`config.mk`:
```
export PLATFORM = sky130hd
export DESIGN_NAME = piso_serializer_flat
export DESIGN_NICKNAME = d
export VERILOG_FILES = /design/src/rtl/piso_serializer_pkg.sv /design/src/rtl/piso_serializer_if.sv /design/src/rtl/bit_counter.sv /design/src/rtl/piso_serializer.sv /design/src/flat_wrapper.sv
export SDC_FILE = /design/constraint.sdc
export NUM_CORES = 1
export LEC_CHECK = 0
export ABC_CLOCK_PERIOD_IN_PS = 2650
export BUFFER_PORTS_ARGS = -buffer_cell sky130_fd_sc_hd__buf_2
export CORE_AREA = 2 2 39 41
export DETAILED_ROUTE_END_ITERATION = 8
export DIE_AREA = 0 0 41 43
export PLACE_DENSITY = 0.76
export SYNTH_ARGS = -nofsm -noshare
export SYNTH_HDL_FRONTEND = slang
export SYNTH_SLANG_ARGS = --single-unit
```
`constraint.sdc`:
```
create_clock -name i_clk -period 2.65 [get_ports i_clk]
set_clock_uncertainty 0.05 [all_clocks]
set_input_delay 0.1325 -clock i_clk [delete_from_list [all_inputs] [get_ports i_clk]]
set_output_delay 0.1325 -clock i_clk [all_outputs]
set_load 0.01 [all_outputs]
```
`src/rtl/piso_serializer_pkg.sv`:
```
// Shared definitions for the PISO serializer and its matching receiver.
// Holds the FSM state encoding and the idle level of the serial line.
package piso_serializer_pkg;

  typedef enum logic {
    ST_IDLE  = 1'b0,
    ST_SHIFT = 1'b1
  } piso_state_e;

  localparam logic SERIAL_IDLE = 1'b0;

endpackage

```
`src/rtl/piso_serializer_if.sv`:
```
// Parallel-producer handshake plus serial-link outputs of the PISO serializer.
// The master modport is the producer/link side; slave is the serializer.
interface piso_serializer_if #(
  parameter int unsigned WIDTH = 8
);
  logic [WIDTH-1:0] i_data;
  logic             i_valid;
  logic             o_ready;
  logic             i_en;
  logic             o_serial;
  logic             o_busy;
  logic             o_done;

  modport master (
    output i_data,
    output i_valid,
    output i_en,
    input  o_ready,
    input  o_serial,
    input  o_busy,
    input  o_done
  );

  modport slave (
    input  i_data,
    input  i_valid,
    input  i_en,
    output o_ready,
    output o_serial,
    output o_busy,
    output o_done
  );
endinterface

```
`src/rtl/bit_counter.sv`:
```
// Up-counter over 0..WIDTH-1 with synchronous clear, enable and terminal-count flag.
// Shared by the serializer and the matching serial receiver.
module bit_counter #(
  parameter int unsigned WIDTH = 8
) (
  input  logic i_clk,
  input  logic i_rst_n,
  input  logic i_clr,
  input  logic i_en,
  output logic o_tc
);
  localparam int unsigned CntW = $clog2(WIDTH);
  localparam logic [CntW-1:0] CntLast = CntW'(WIDTH - 1);

  logic [CntW-1:0] cnt_q;

  always_ff @(posedge i_clk or negedge i_rst_n) begin
    if (!i_rst_n) begin
      cnt_q <= '0;
    end else if (i_clr) begin
      cnt_q <= '0;
    end else if (i_en) begin
      cnt_q <= cnt_q + 1'b1;
    end
  end

  assign o_tc = (cnt_q == CntLast);

endmodule

```
`src/rtl/piso_serializer.sv`:
```
// Parallel-in/serial-out transmitter: accepts a word on a valid/ready handshake
// and shifts it out one bit per enabled clock, pulsing done after the last bit.
module piso_serializer
  import piso_serializer_pkg::*;
#(
  parameter int unsigned WIDTH     = 8,
  parameter bit          MSB_FIRST = 1'b1
) (
  input logic               i_clk,
  input logic               i_rst_n,
  piso_serializer_if.slave  bus
);
  piso_state_e      state_q;
  logic [WIDTH-1:0] shreg_q;
  logic [WIDTH-1:0] shreg_shifted;
  logic             busy_q;
  logic             done_q;
  logic             cnt_clr;
  logic             cnt_en;
  logic             cnt_tc;

  // Counter sits at zero while idle, so every load starts from bit 0.
  assign cnt_clr = (state_q == ST_IDLE);
  assign cnt_en  = (state_q == ST_SHIFT) && bus.i_en && !cnt_tc;

  bit_counter #(
    .WIDTH (WIDTH)
  ) u_bit_counter (
    .i_clk   (i_clk),
    .i_rst_n (i_rst_n),
    .i_clr   (cnt_clr),
    .i_en    (cnt_en),
    .o_tc    (cnt_tc)
  );

  always_comb begin
    shreg_shifted = '0;
    if (MSB_FIRST) begin
      shreg_shifted = {shreg_q[WIDTH-2:0], 1'b0};
    end else begin
      shreg_shifted = {1'b0, shreg_q[WIDTH-1:1]};
    end
  end

  always_ff @(posedge i_clk or negedge i_rst_n) begin
    if (!i_rst_n) begin
      state_q <= ST_IDLE;
      shreg_q <= '0;
      busy_q  <= 1'b0;
      done_q  <= 1'b0;
    end else begin
      done_q <= 1'b0;
      unique case (state_q)
        ST_IDLE: begin
          if (bus.i_valid) begin
            state_q <= ST_SHIFT;
            shreg_q <= bus.i_data;
            busy_q  <= 1'b1;
          end
        end
        ST_SHIFT: begin
          if (bus.i_en) begin
            if (cnt_tc) begin
              // Flush the register so the output end returns to the idle level.
              state_q <= ST_IDLE;
              shreg_q <= {WIDTH{SERIAL_IDLE}};
              busy_q  <= 1'b0;
              done_q  <= 1'b1;
            end else begin
              shreg_q <= shreg_shifted;
            end
          end
        end
        default: begin
          state_q <= ST_IDLE;
        end
      endcase
    end
  end

  assign bus.o_serial = MSB_FIRST ? shreg_q[WIDTH-1] : shreg_q[0];
  assign bus.o_busy   = busy_q;
  assign bus.o_done   = done_q;
  assign bus.o_ready  = (state_q == ST_IDLE);

endmodule

```
`src/flat_wrapper.sv`:
```
// flat-port wrapper written by rule: the top's interface ports become plain ports
module piso_serializer_flat import piso_serializer_pkg::*;
#(
  parameter int unsigned WIDTH     = 8,
  parameter bit          MSB_FIRST = 1'b1
)
  (i_clk, i_rst_n, bus_i_data, bus_i_valid, bus_i_en, bus_o_ready, bus_o_serial, bus_o_busy, bus_o_done);
  piso_serializer_if #(.WIDTH(WIDTH)) bus_i ();
  input logic i_clk;
  input logic i_rst_n;
  input wire logic [$bits(bus_i.i_data)-1:0] bus_i_data;
  input wire logic [$bits(bus_i.i_valid)-1:0] bus_i_valid;
  input wire logic [$bits(bus_i.i_en)-1:0] bus_i_en;
  output wire logic [$bits(bus_i.o_ready)-1:0] bus_o_ready;
  output wire logic [$bits(bus_i.o_serial)-1:0] bus_o_serial;
  output wire logic [$bits(bus_i.o_busy)-1:0] bus_o_busy;
  output wire logic [$bits(bus_i.o_done)-1:0] bus_o_done;
  assign bus_i.i_data = bus_i_data;
  assign bus_i.i_valid = bus_i_valid;
  assign bus_i.i_en = bus_i_en;
  assign bus_o_ready = bus_i.o_ready;
  assign bus_o_serial = bus_i.o_serial;
  assign bus_o_busy = bus_i.o_busy;
  assign bus_o_done = bus_i.o_done;
  piso_serializer #(.WIDTH(WIDTH), .MSB_FIRST(MSB_FIRST)) u_core (.i_clk(i_clk), .i_rst_n(i_rst_n), .bus(bus_i));
endmodule
```
==> results_tabular.tex <==
\begin{tabular}{lr}
\hline
Metric & Value \\
\hline
\multicolumn{2}{l}{\textbf{Outcome}} \\
Result of the run & complete, no violations \\
\multicolumn{2}{l}{\textbf{Floorplan}} \\
Overall die height & 43 um \\
Initial core utilization & 48.8\% \\
Die Area & 1760 um\^{}2 \\
Die W & 41 um \\
Area of the core region & 1380 um\^{}2 \\
Total number of placement rows & 14 \\
\# IOs & 16 \\
\multicolumn{2}{l}{\textbf{Synthesis}} \\
Primary FF master, synth & sky130\_fd\_sc\_hd\_\_dfrtp\_1 \\
Yosys Warn Count & 0 \\
Syn Std Cell Area & 676 um\^{}2 \\
Post-Synthesis Net Count & 77 \\
EDFF count, synth & 0 \\
Post-synthesis register bit count & 14 \\
Number of standard cells after synthesis & 62 \\
Ys async rst share & 100\% \\
Avg Inst Size Synth & 10.9 um\^{}2 \\
Count of different cell masters after synthesis & 18 \\
Sequential area share after synthesis & 51.9\% \\
\multicolumn{2}{l}{\textbf{CTS}} \\
Htree depth & 1 \\
Hold\_buf cts & 1 \\
Max Buffers Root-to-Sink & 2 \\
Clock buffers created by TritonCTS & 3 \\
Post-CTS setup buffer count & 0 \\
Clock slew at the register clock pins of the worst setup and hold paths & 80 ps \\
Post-cts resize count & 0 \\
Sink Count & 14 \\
Clock tree root buffer cell & sky130\_fd\_sc\_hd\_\_clkbuf\_4 \\
Clock insertion delay at the later pin of the skew report & 270 ps \\
Clock tree from TritonCTS & built \\
\multicolumn{2}{l}{\textbf{STA}} \\
Measured slew at the worst slew-check pin & 365 ps \\
Max Fclk & 700 MHz \\
Setup TNS & 0 ps \\
Count of final hold-check violations & 0 \\
Max-Slew Margin vs Limit & 75.2\% \\
Setup repair after global routing missed its margin & no \\
Final critical-path required period & 1430 ps \\
Final max-slew violation count & 0 \\
Crit path setup slack, layout & 1220 ps \\
Fraction of the cycle the final worst path needs & 53.9\% \\
Setup violations, final & 0 \\
\multicolumn{2}{l}{\textbf{Route}} \\
Average detailed-routed wire length per instance & 11.7 um \\
DRT antenna net count & 0 \\
Residual DRC count & 0 \\
Iter 0 DRT Violations & 10 \\
Wire length reported by the detailed router & 1.10 mm \\
Vias post-DR & 477 \\
Total iterations of the first detailed-routing run & 4 \\
Routed via count divided by cell count & 5.07 \\
\multicolumn{2}{l}{\textbf{Cells and area}} \\
Area growth syn-to-layout & 14.4\% \\
Highest-count cells in the layout ignoring fill and taps & sky130\_fd\_sc\_hd\_\_buf\_2 (15), sky130\_fd\_sc\_hd\_\_dfrtp\_1 (14), sky130\_fd\_sc\_hd\_\_nand2\_1 (10), sky130\_fd\_sc\_hd\_\_a22oi\_1 (7), sky130\_fd\_sc\_hd\_\_nor2\_1 (6) \\
Share of cells above drive strength 1 & 26.9\% \\
Final-stage net count & 95 \\
Most common cell after layout, fill and taps aside & sky130\_fd\_sc\_hd\_\_buf\_2 \\
Number of antenna cells inserted & 0 \\
\multicolumn{2}{l}{\textbf{Global routing}} \\
GRT Total Usage & 14.9\% \\
Number of global-route vias before repair & 400 \\
Total congestion overflow & 0 \\
Wire length of the first global-routing pass & 1.76 mm \\
Maximum number of pins on one net before global-route repair & 15 \\
Antenna violations before repair & 0 \\
\multicolumn{2}{l}{\textbf{Pwr}} \\
Overall power & 0.733 mW \\
Maximum resistive drop on vdd & 0.381 mV \\
Power density relative to cell area & 948 nW/um\^{}2 \\
Static Leak & 0.402 nW \\
\multicolumn{2}{l}{\textbf{Critical path}} \\
Critical Path Start Type & flop \\
Critical-path cell list & ha\_1, ha\_1, nor2b\_4, a22oi\_1, o21ai\_0 \\
Number of buffers and inverters on the critical path & 0 \\
Slowest cell delay on critical path & 400 ps \\
Largest driver fanout on the critical path & 7 \\
Worst Setup End Kind & flop \\
Most used cell, CP & sky130\_fd\_sc\_hd\_\_ha\_1 \\
Required time at the worst-slack endpoint & 2790 ps \\
Worst R2R Start & u\_core.u\_bit\_counter.cnt\_q[0] \\
Critical Path Start & u\_core.u\_bit\_counter.cnt\_q[0] \\
Crit path DAT & 1570 ps \\
Start-to-end type of the worst setup path & reg -> reg \\
Slowest stage cell, crit path & sky130\_fd\_sc\_hd\_\_dfrtp\_1 \\
Top cell family by delay on the critical path & adder cells \\
\multicolumn{2}{l}{\textbf{Placed design}} \\
Routability congestion estimate from global placement & 0.732 \\
Setup WS pre-CTS & 1210 ps \\
Number of buffer cells added on primary ports & 15 \\
Dpl hpwl & 817 um \\
\multicolumn{2}{l}{\textbf{Worst hold path}} \\
Hold path startpoint & bus\_i\_data[5] \\
Worst min path class & in -> reg \\
\multicolumn{2}{l}{\textbf{Flow run}} \\
Max-Cap Viols & 0 \\
\hline
\end{tabular}
-- through the flow --
stage / cell area (um^2) / util (%) / hold WS, ps / instances
floorplan: 676 / - / -213 / 62
global placement: 741 / 53.5 / -12.4 / 90
detailed placement: 741 / 53.5 / -2.84 / 90
CTS: 773 / 55.9 / 104 / 94
global route: 773 / 55.9 / 124 / 94
finish: 773 / 55.9 / 101 / 94
-- final cells by class --
type                    instances  area [um^2]
clock buffers                   3         22.5
fillers                       116          611
inverters                       1         3.75
multi-input cells              44          292
flip-flops and latches         14          350
well taps                      16         20.0
repair buffers                 16         85.1
-- final timing paths --
kind                                                      end  slack (ps)  cells past startpoint
worst min-delay path                        u_core.shreg_q[5]         100                      3
worst max-delay path                        u_core.shreg_q[2]        1220                      5
worst min register to register              u_core.shreg_q[7]         430                      2
min in group asynchronous                   u_core.bus.o_done         230                      2
worst max register to register              u_core.shreg_q[2]        1220                      5
max in group asynchronous       u_core.u_bit_counter.cnt_q[2]        2090                      2
-- report_power, final --
group          switching, mW  total [mW]  internal [mW]
Clock                 0.0656       0.118         0.0526
Combinational          0.132       0.253          0.121
Sequential            0.0608       0.361          0.301
Total                  0.258       0.733          0.475
-- sequential cells by signal, summed over array words and instances, names as in the netlist --
signal                      cells
u_core.bus.o_done               1
u_core.bus.o_busy               1
u_core.shreg_q                  8
u_core.state_q                  1
u_core.u_bit_counter.cnt_q      3
-- kinds of logic after synthesis --
family,count (synthesis),share of synthesized area (%)
buffers and inverters,4,5.00
AOI/OAI and AO/OA,16,14.4
xor gates and xnor gates,1,1.30
muxes,4,7.78
adders and majority gates,3,5.56
DFF,14,51.9
and+or+nand+nor,20,14.1
-- Yosys cell counts (2+ instances only) --
| master | count | share of area (%) |
|---|---|---|
| sky130_fd_sc_hd__ha_1 | 3 | 5.6 |
| sky130_fd_sc_hd__a22oi_1 | 7 | 7.8 |
| sky130_fd_sc_hd__dfrtp_1 | 14 | 52 |
| sky130_fd_sc_hd__nand2_1 | 10 | 5.6 |
| sky130_fd_sc_hd__o21ai_1 | 3 | 2.2 |
| sky130_fd_sc_hd__o21ai_0 | 5 | 3.7 |
| sky130_fd_sc_hd__buf_6 | 2 | 3.3 |
| sky130_fd_sc_hd__mux2i_1 | 3 | 4.4 |
| sky130_fd_sc_hd__nor2_1 | 6 | 3.3 |
-- worst reg2reg max path: stages, from the launching register on --
cell	delay (ps)
sky130_fd_sc_hd__dfrtp_1	400
sky130_fd_sc_hd__ha_1	220
sky130_fd_sc_hd__ha_1	230
sky130_fd_sc_hd__nor2b_4	190
sky130_fd_sc_hd__a22oi_1	80
sky130_fd_sc_hd__o21ai_0	180
-- per-layer routing --
| metal | GRT usage [%] | share of wire, % |
|---|---|---|
| met3 | 3.14 | 4.1 |
| met1 | 22.3 | 48 |
| met4 | 8.00 | 0.73 |
| met5 | 0 | 0 |
| met2 | 19.7 | 48 |
(Power assumes the default switching activity.)
